--- src/rtl/char_tx.sv ---
//------------------------------------------------------------------------------
// Module   : char_tx
// Brief    : UART 8N1 burst transmitter; sends NUM_CHARS bytes of a captured
//            128-bit payload, MSB byte first, each byte LSB first.
// Revision : 1.0  initial release
//------------------------------------------------------------------------------
`default_nettype none

module char_tx #(
    parameter int CLKS_PER_BIT = 868,
    parameter int NUM_CHARS    = 16
) (
    input  logic         clk,
    input  logic         rst,
    input  logic         start,
    input  logic [127:0] data,
    output logic         dout,
    output logic         busy,
    output logic         done,
    output logic [4:0]   chars_sent
);

    localparam logic [15:0] c_timer_last = 16'(CLKS_PER_BIT - 1);
    localparam logic [4:0]  c_last_char  = 5'(NUM_CHARS - 1);

    typedef enum logic [1:0] {
        IDLE      = 2'd0,
        START_BIT = 2'd1,
        DATA_BITS = 2'd2,
        STOP_BIT  = 2'd3
    } state_t;

    state_t         r_state;
    state_t         w_state_next;
    logic [15:0]    r_bit_timer;
    logic [2:0]     r_bit_idx;
    logic [127:0]   r_shift_buf;
    logic [4:0]     r_chars_sent;
    logic           r_done;

    logic           w_bit_end;
    logic           w_accept;
    logic           w_burst_end;
    logic [7:0]     w_cur_char;

    assign w_bit_end  = (r_bit_timer == c_timer_last);
    assign w_cur_char = r_shift_buf[127:120];

    always_ff @(posedge clk or negedge rst) begin
        if (!rst) begin
            r_state <= IDLE;
        end else begin
            r_state <= w_state_next;
        end
    end

    always_comb begin
        w_state_next = r_state;
        w_accept     = 1'b0;
        w_burst_end  = 1'b0;
        dout         = 1'b1;
        case (r_state)
            IDLE: begin
                if (start) begin
                    w_accept     = 1'b1;
                    w_state_next = START_BIT;
                end
            end
            START_BIT: begin
                dout = 1'b0;
                if (w_bit_end) begin
                    w_state_next = DATA_BITS;
                end
            end
            DATA_BITS: begin
                dout = w_cur_char[r_bit_idx];
                if (w_bit_end && (r_bit_idx == 3'd7)) begin
                    w_state_next = STOP_BIT;
                end
            end
            STOP_BIT: begin
                if (w_bit_end) begin
                    // No idle gap between characters of the same burst.
                    if (r_chars_sent == c_last_char) begin
                        w_burst_end  = 1'b1;
                        w_state_next = IDLE;
                    end else begin
                        w_state_next = START_BIT;
                    end
                end
            end
            default: begin
                w_state_next = IDLE;
            end
        endcase
    end

    always_ff @(posedge clk or negedge rst) begin
        if (!rst) begin
            r_bit_timer  <= 16'd0;
            r_bit_idx    <= 3'd0;
            r_shift_buf  <= 128'd0;
            r_chars_sent <= 5'd0;
            r_done       <= 1'b0;
        end else begin
            r_done <= w_burst_end;
            if (w_accept) begin
                r_shift_buf  <= data;
                r_chars_sent <= 5'd0;
                r_bit_timer  <= 16'd0;
                r_bit_idx    <= 3'd0;
            end else if (r_state != IDLE) begin
                r_bit_timer <= w_bit_end ? 16'd0 : r_bit_timer + 16'd1;
                // Index wraps 7 -> 0, ready for the next character.
                if ((r_state == DATA_BITS) && w_bit_end) begin
                    r_bit_idx <= r_bit_idx + 3'd1;
                end
                if ((r_state == STOP_BIT) && w_bit_end) begin
                    r_chars_sent <= r_chars_sent + 5'd1;
                    r_shift_buf  <= {r_shift_buf[119:0], 8'h00};
                end
            end
        end
    end

    assign busy       = (r_state != IDLE);
    assign done       = r_done;
    assign chars_sent = r_chars_sent;

endmodule

`default_nettype wire

--- config.mk ---
export PLATFORM = sky130hd
export DESIGN_NAME = char_tx
export DESIGN_NICKNAME = d
export VERILOG_FILES = /design/src/rtl/char_tx.sv
export SDC_FILE = /design/constraint.sdc
export NUM_CORES = 1
export LEC_CHECK = 0
export BUFFER_PORTS_ARGS = -buffer_cell sky130_fd_sc_hd__buf_4
export CAP_MARGIN = 20
export CORE_MARGIN = 5
export CORE_UTILIZATION = 59
export CTS_CLUSTER_SIZE = 28
export DETAILED_ROUTE_END_ITERATION = 8
export GPL_TIMING_DRIVEN = 0
export PLACE_DENSITY = 0.85
export SLEW_MARGIN = 10
export SYNTH_ARGS = -nofsm -noshare
export SYNTH_HDL_FRONTEND = slang
export SYNTH_SLANG_ARGS = --single-unit
--- constraint.sdc ---
create_clock -name clk -period 6.5 [get_ports clk]
set_input_delay 0.65 -clock clk [delete_from_list [all_inputs] [get_ports clk]]
set_output_delay 0.65 -clock clk [all_outputs]
set_load 0.005 [all_outputs]
# == After elaboration in Yosys (flattened, before gate mapping) ==
# Cells that the tools add are included.
# op_classes
mux,26
n_lt_le_gt_ge,1
addsub,3
reduce_logical,11
n_eq_ne,10
# ops
operator,n
$mux 128,3
$mux 16,3
$add 16x1->16 const B,1
$eq 16x10->1 const B,1
$mux 5,3
$mux 3,3
$mux 2,4
$ne 2x2->1 const B,4
$pmux 2 s4,1
$reduce_bool 2->1,4
$mux 1,7
$add 5x1->5 const B,1
$eq 5x4->1 const B,1
$eq 2x2->1 const B,2
$lt 3x4->1 const B,1
$reduce_and 2->1,2
$reduce_and 4->1,1
$add 3x1->3 const B,1
$bmux 1 s3,1
$eq 3x3->1 const B,1
$logic_and 1x1->1,3
$eq 2x1->1 const B,1
$logic_not 2->1,1
$pmux 1 s2,1
# word_totals
word_cells,57
register_bits,155

# == Longest topological paths before layout ==
# Gate-level depths: netlist of the first run.
# logic_depth
ltp_word,5
mapped_depth,9

# == Least setup slack after synthesis of the first run ==
# No wires, ideal clock.
# synth_timing
path_kind,reg-to-reg
from,reg r_bit_timer[4]
to,reg r_state[1]
path_buffers,1
synth_period_minus_slack_ps,2087
setup_time_ps,128
stages_incl_launch_ff,7
t_required_ps,6372
path_slack_ps,4413
arrival_time_ps,1960
cell_sequence,dfrtp_1 -> buf_6 -> or4b_4 -> nor4_4 -> o21bai_2 -> a21oi_2 -> mux2_1
# synth_via
elab_chain_cells,4
elab_cells_between_ends,6
# synth_rtl
item,line_no,rtl
"start, declared",35,logic [15:0] r_bit_timer;
"start signal, assigned",113,r_bit_timer <= w_bit_end ? 16'd0 : r_bit_timer + 16'd1;
$eq 16x10->1 (*),46,assign w_bit_end = (r_bit_timer == c_timer_last);
$logic_and 1x1->1,77,if (w_bit_end && (r_bit_idx == 3'd7)) begin
$ne 2x2->1 (no line),n/a,
$reduce_and 4->1 (no line) (*),n/a,
"end signal, assigned",53,r_state <= w_state_next;
"end, declared",33,state_t r_state;
# Every way passes the cells marked *; elsewhere a longest branch is shown, timed or not.
# A chain may end at the register's enable or synchronous reset.

# == Final worst setup path of the first run ==
# layout_timing
from,reg r_bit_timer[0]
to,reg r_shift_buf[16]
# layout_via
elab_chain_cells,4
# layout_rtl
item,line_no,rtl
$eq 16x10->1,46,
$logic_and 1x1->1,118,if ((r_state == STOP_BIT) && w_bit_end) begin
$reduce_bool 2->1 (no line),n/a,
$reduce_and 2->1 (no line),n/a,
"end signal, assigned",108,r_shift_buf <= data;
"end signal, assigned",120,"r_shift_buf <= {r_shift_buf[119:0], 8'h00};"
"end, declared",37,logic [127:0] r_shift_buf;
# No other way between the ends.

==> results.sh, run 1 <==
export IMPL_grt_pass1_vias=6610
export IMPL_io_buffers=138
export IMPL_final_cell_mix="nand2_1 (271), dfrtp_1 (155), buf_4 (138)"
export IMPL_avgViaCountPerCell=5.97
export IMPL_hold_path_class="primary input to async pin"
export IMPL_reg2reg_from="r_bit_timer[0]$_DFFE_PN0P_"
export IMPL_required_ns=6.86
export IMPL_clock_latency_ns=0.42
export IMPL_fin_cells=1053
export IMPL_switching_share_pct=33.4
export IMPL_reg2regPathDepth=8
export IMPL_layout_commonest_cell="nand2_1"
export IMPL_async_flop_share_pct=100
export IMPL_hold_buffers=0
export IMPL_syn_inst=739
export IMPL_slew_viol_final=0
export IMPL_pre_cts_ws_ns=4.05
export IMPL_initialDrtViolationCount=649
export IMPL_power_density_mw_per_mm2=429
export IMPL_grt_overflow_total=0
export IMPL_drive_gt1_share_pct=22.2
export IMPL_cts_setup_buffers=0
export IMPL_finalPower_mw=3.84
export IMPL_die_y_um=119
export IMPL_crit_start="r_bit_timer[0]$_DFFE_PN0P_"
export IMPL_cts_sinks=155
export IMPL_yosysWarningCount=0
export IMPL_fin_crit_sh_pct=39.8
export IMPL_clock_power_share_pct=29.4
export IMPL_cts_tree="done"
export IMPL_wire_per_inst_um=18.5
export IMPL_worstMarginPinSlew_ns=0.626
export IMPL_final_antenna_net_count=0
export IMPL_dp_final_hpwl_um=13700
export IMPL_grt_pass1_wl_um=32200
export IMPL_ys_types=48
export IMPL_p_leak_nw=4.52
export IMPL_slew_limit_headroom_pct=57.9
export IMPL_n_fill_cell=785
export IMPL_antenna_cells=0
export IMPL_peakVddDrop_mv=0.285
export IMPL_h_tree_depth=4
export IMPL_setup_viol=0
export IMPL_switching_power_mw=1.28
export IMPL_r2r_end="r_shift_buf[16]$_DFFE_PN0P_"
export IMPL_grt_max_degree=83
export IMPL_internal_power_mw=2.55
export IMPL_antenna_found_initial=0
export IMPL_maxCapViolCount=0
export IMPL_syn2layout_area_growth_pct=27.4
export IMPL_cp_start_kind="register"
export IMPL_critPathArrivalTime_ns=2.94
export IMPL_finalHoldViolations=0
export IMPL_drc_errors=0
export IMPL_status="completed"
export IMPL_synth_seq_area_share_pct=55.3
export IMPL_gp_congestion=0.909
export IMPL_rows=39
export IMPL_wirelength_um=19500
export IMPL_rsz0062_at_grt="false"
export IMPL_ios=139
export IMPL_die_area_mm2=0.0142
export IMPL_cts_root_buf="clkbuf_16"
export IMPL_clkSlewWorstSetupHoldPaths_ns=0.06
export IMPL_cts_buffers_inserted=17
export IMPL_dr_total_vias=6284
export IMPL_syn_cell_area_mm2=0.00701
export IMPL_ys_ff_latch=155
export IMPL_fp_coreArea_mm2=0.0115
export IMPL_worstSetupPathType="register to register"
export IMPL_cp_max_fo=10
export IMPL_cp_endpoint="r_shift_buf[16]$_DFFE_PN0P_"
export IMPL_skew_ns=0.00612
export IMPL_period_needed_ns=2.59
export IMPL_dp_cells=1021
export IMPL_pwr_share_seq_pct=43.4
export IMPL_cts_buffer_depth=2
export IMPL_finalNetCount=1038
export IMPL_globalRouteTotalUtil_pct=28.1
export IMPL_worst_r2r_setup_slack_ns=3.91
export IMPL_first_pass_iters=5
export IMPL_timing_hold_ws_ns=0.198
export IMPL_fmax_ghz=0.387
export IMPL_avgSynthCellArea_um2=9.49
export IMPL_syn_nets=880
export IMPL_final_setup_tns_ns=0
export IMPL_endpoint_kind="register"
export IMPL_setup_slack_ns=3.91
export IMPL_synth_edff_count=0
export IMPL_combPwrFrac_pct=27.1
export IMPL_cts_resized=0
export IMPL_synthFlopType="dfrtp_1"
export IMPL_die_w_um=119
export IMPL_initial_core_util_pct=60.9
[cell type report]
cell class	count	area, um^2	share of cell area [%]
Timing Repair Buffer	139	1070	12.0
Multi-Input combinational cell	521	2850	31.9
Inverter	11	41.3	0.462
Tap cell	143	179	2.00
Clock inverter	12	216	2.42
Clock buffer	20	457	5.11
Buffer	52	239	2.67
Sequential cell	155	3880	43.4
[how the worst min path moves through the flow]
stage,startpoint,endpoint,depth (start not counted)
finish,rst,r_bit_timer[10]$_DFFE_PN0P_,1
global placement,r_shift_buf[123]$_DFFE_PN0P_,r_shift_buf[123]$_DFFE_PN0P_,2
global route,rst,r_bit_timer[10]$_DFFE_PN0P_,1
detailed placement,r_shift_buf[35]$_DFFE_PN0P_,r_shift_buf[35]$_DFFE_PN0P_,2
CTS,rst,r_bit_timer[8]$_DFFE_PN0P_,1
floorplan,rst,chars_sent[0]$_DFFE_PN0P_,0
[cell usage after synthesis (2+ instances only)]
master,instances,share of area (%)
a21oi_1,9,0.64
o211ai_1,8,0.86
mux4_2,2,0.64
or3_1,2,0.18
inv_1,11,0.59
a41oi_1,2,0.25
clkbuf_1,29,1.6
nand3_1,16,1.1
o21ai_1,2,0.14
dfrtp_1,155,55
buf_6,2,0.32
and3_1,4,0.36
a31oi_1,8,0.71
a22oi_1,112,12
mux2i_1,5,0.71
nand2_1,271,15
nor2_1,8,0.43
a22o_1,3,0.37
xor2_1,3,0.37
nand4_1,4,0.36
nand2b_1,2,0.18
ha_1,10,1.8
nor4_1,4,0.36
o21ai_0,18,1.3
buf_2,20,1.4
nor3_1,6,0.43
and4_1,2,0.25
[power groups by stage]
stage	combinational [mW]	sequential (mW)	clock, mW
floorplan	0.726	1.57	0
global placement	0.945	1.64	0
detailed placement	1.02	1.66	0
CTS	1.04	1.66	1.13
global route	1.19	1.71	1.17
finish	1.04	1.67	1.13
[metrics by stage]
stage,utilization (%),cell area (um^2)
final,77.6,8930
after global routing,77.6,8930
after CTS,77.6,8930
after detailed placement,71.7,8260
after global placement,71.4,8230
after floorplan,-,7010
[critical path, stage by stage, from the launching register on]
cell and delay [ns]:
dfrtp_1 0.43, ha_1 0.27, nor3b_1 0.24, nand4_1 0.19, nor3_1 0.54, buf_2 0.34, buf_2 0.29, a22oi_1 0.12
nand2_1 0.10
[registers in the layout (all words and copies together), names as in the netlist]
signal,count
r_state,2
chars_sent,5
r_bit_timer,16
r_bit_idx,3
r_shift_buf,128
done,1
[cells by family after synthesis]
group,Yosys count,synth area share (%)
simple gates,328,19.5
compound gates,170,17.3
flops,155,55.3
buf+inv,63,4.00
fa+ha+maj,10,1.78
mux,9,1.68
xor+xnor,4,0.500
[routing by layer]
layer	global-route usage [%]	up-vias	part of all wire (%)	wire, um
met4	8.83	0	2.0	392
met2	49.0	268	52	10100
met3	6.92	47	7.2	1410
li1	-	2898	-	-
met5	0	-	0	0
met1	34.5	3071	39	7580
Note: power is estimated with default switching activity, not from simulation.
==> run 2, diff against run 1 <==
--- a/config.mk
+++ b/config.mk
@@ -8,11 +8,11 @@
 export BUFFER_PORTS_ARGS = -buffer_cell sky130_fd_sc_hd__buf_4
 export CAP_MARGIN = 20
 export CORE_MARGIN = 5
-export CORE_UTILIZATION = 59
+export CORE_UTILIZATION = 55
 export CTS_CLUSTER_SIZE = 28
 export DETAILED_ROUTE_END_ITERATION = 8
 export GPL_TIMING_DRIVEN = 0
-export PLACE_DENSITY = 0.85
+export PLACE_DENSITY = 0.8
 export SLEW_MARGIN = 10
 export SYNTH_ARGS = -nofsm -noshare
 export SYNTH_HDL_FRONTEND = slang
==> constraint.sdc (replaced) <==
create_clock -name clk -period 2.6 [get_ports clk]
set_input_delay 0.26 -clock clk [delete_from_list [all_inputs] [get_ports clk]]
set_output_delay 0.26 -clock clk [all_outputs]
set_load 0.005 [all_outputs]
==> run 2 against run 1 <==
Net effect: critical path depth is the same; final cell count up 2.8%; setup slack worse by 3.8 ns; utilization fell by 6.6 points; sequential power grew 150%; sequential share of layout area increased by 0.085 points; combinational power is 150% higher; clock power increased by 120%; power grew 140%; wire length shrank 2.7%; critical path type unchanged; highest routed layer unchanged.
==> results.sh, run 2 (synthesis results as in run 1) <==
export IMPL_largest_register="r_shift_buf"
export IMPL_cts_tree="done"
export IMPL_pre_cts_ws_ns=0.141
export IMPL_gp_congestion=0.874
export IMPL_syn2layout_area_growth_pct=27.2
export IMPL_utilization_pct=71.0
export IMPL_grt_pass1_wl_um=31000
export IMPL_dp_final_hpwl_um=13500
export IMPL_finalNetCount=1039
export IMPL_crit_family="simple AND/OR/NAND/NOR gates"
export IMPL_maxCapViolCount=0
export IMPL_required_ns=2.95
export IMPL_cp_cell_sequence="ha_1, nor3b_1, nand4_1, nor3_2, buf_2, buf_2, a22oi_1, nand2_1"
export IMPL_grt_max_degree=90
export IMPL_cp_max_fo=10
export IMPL_cts_setup_buffers=0
export IMPL_initialDrtViolationCount=577
export IMPL_dr_total_vias=6169
export IMPL_initial_core_util_pct=55.8
export IMPL_power_density_mw_per_mm2=1030
export IMPL_rsz0062_at_grt="true"
export IMPL_avgViaCountPerCell=5.70
export IMPL_slew_viol_final=0
export IMPL_die_w_um=123
export IMPL_globalRouteTotalUtil_pct=26.4
export IMPL_worstMarginPinSlew_ns=0.519
export IMPL_wire_per_inst_um=17.5
export IMPL_finalPower_mw=9.21
export IMPL_wirelength_um=19000
export IMPL_p_leak_nw=4.50
export IMPL_cp_start_kind="register"
export IMPL_die_y_um=123
export IMPL_final_antenna_net_count=0
export IMPL_layout_commonest_cell="nand2_1"
export IMPL_setup_viol=0
export IMPL_cts_buffers_inserted=17
export IMPL_ios=139
export IMPL_cts_root_buf="clkbuf_16"
export IMPL_critPathArrivalTime_ns=2.86
export IMPL_skew_ns=0.00861
export IMPL_fp_coreArea_mm2=0.0126
export IMPL_timing_hold_ws_ns=0.0351
export IMPL_max_stage_delay_ns=0.42
export IMPL_fmax_ghz=0.398
export IMPL_cpMaxStageDelayCell="dfrtp_1"
export IMPL_io_buffers=138
export IMPL_peakVddDrop_mv=0.563
export IMPL_dp_cells=1050
export IMPL_antenna_cells=0
export IMPL_path_common_cell="buf_2"
export IMPL_finalHoldViolations=0
export IMPL_grt_pass1_vias=6299
export IMPL_grt_overflow_total=0
export IMPL_cts_sinks=155
export IMPL_crit_buf_inv=2
export IMPL_worstSetupPathType="register to register"
export IMPL_hold_path_class="primary input to register"
export IMPL_endpoint_kind="register"
export IMPL_fin_crit_sh_pct=96.6
export IMPL_fin_cells=1082
export IMPL_slew_limit_headroom_pct=65.4
export IMPL_status="completed"
export IMPL_h_tree_depth=4
export IMPL_drive_gt1_share_pct=22.3
export IMPL_clkSlewWorstSetupHoldPaths_ns=0.06
export IMPL_first_pass_iters=6
export IMPL_die_area_mm2=0.0151
export IMPL_antenna_found_initial=0
export IMPL_setup_slack_ns=0.0876
export IMPL_final_setup_tns_ns=0
export IMPL_clock_latency_ns=0.42
export IMPL_n_fill_cell=948
export IMPL_rows=41
export IMPL_final_cell_mix="nand2_1 (271), dfrtp_1 (155), buf_4 (138)"
export IMPL_drc_errors=0
export IMPL_cts_buffer_depth=2
export IMPL_largest_reg_flops=128
export IMPL_period_needed_ns=2.51
export IMPL_dpl_cell_area_mm2=0.00830
export IMPL_finish_instance_area_mm2=0.00892
run 2: changes by cell type in the layout (fill, tap and decap cells not counted), sizes merged:
| cell | before | now |
|---|---|---|
| inv | 12 | 11 |
| clkbuf | 49 | 55 |
| clkinv | 4 | 2 |
| bufinv | 6 | 2 |
| dlygate4sd3 | 0 | 1 |
run 2: path summary, 6_finish.rpt:
kind                                        startpoint                      endpoint  slack (ns)  cells past startpoint
min in group asynchronous                          rst   r_bit_timer[10]$_DFFE_PN0P_        0.38                      2
setup reg to reg            r_bit_timer[1]$_DFFE_PN0P_  r_shift_buf[125]$_DFFE_PN0P_        0.09                      8
hold reg to reg            r_shift_buf[75]$_DFFE_PN0P_   r_shift_buf[75]$_DFFE_PN0P_        0.48                      2
hold / removal                                 data[5]    r_shift_buf[5]$_DFFE_PN0P_        0.04                      3
max in group asynchronous                          rst   r_shift_buf[71]$_DFFE_PN0P_        1.43                      3
setup / recovery            r_bit_timer[1]$_DFFE_PN0P_  r_shift_buf[125]$_DFFE_PN0P_        0.09                      8
run 2: final cells by class:
class	count	area (um^2)	share of cell area, %
buffer	52	243	2.72
timing repair buffer	140	1080	12.1
multi-input combinational	521	2860	32.0
inverter	11	41.3	0.463
sequential	155	3880	43.5
tap	172	215	2.41
clock inverter	5	81.3	0.912
clock buffer	26	519	5.82
run 2: metal layers:
| layer | wire length [um] | vias to the layer above | GRT usage [%] |
|---|---|---|---|
| met5 | 0 | - | 0 |
| li1 | - | 2895 | - |
| met2 | 9450 | 242 | 42.8 |
| met3 | 1530 | 18 | 8.28 |
| met4 | 261 | 0 | 7.84 |
| met1 | 7710 | 3014 | 34.2 |
run 2: power by group:
part	switching, mW	internal (mW)	total [mW]
Clock	0.926	1.56	2.49
Combinational	1.48	1.08	2.57
Sequential	0.702	3.46	4.16
Total	3.11	6.10	9.21
run 2: what timing repair did:
item / 4_1_cts / 5_1_grt
setup endpoints to repair: 0 / 80
hold buffers: 1 / 0
hold endpoints to repair: 66 / 0
gates resized for setup: 0 / 7
run 2: worst register-to-register path, stage by stage (launching register included):
cell     delay [ns]
dfrtp_1        0.42
ha_1           0.28
nor3b_1        0.35
nand4_1        0.21
nor3_2         0.29
buf_2          0.27
buf_2          0.28
a22oi_1        0.17
nand2_1        0.15
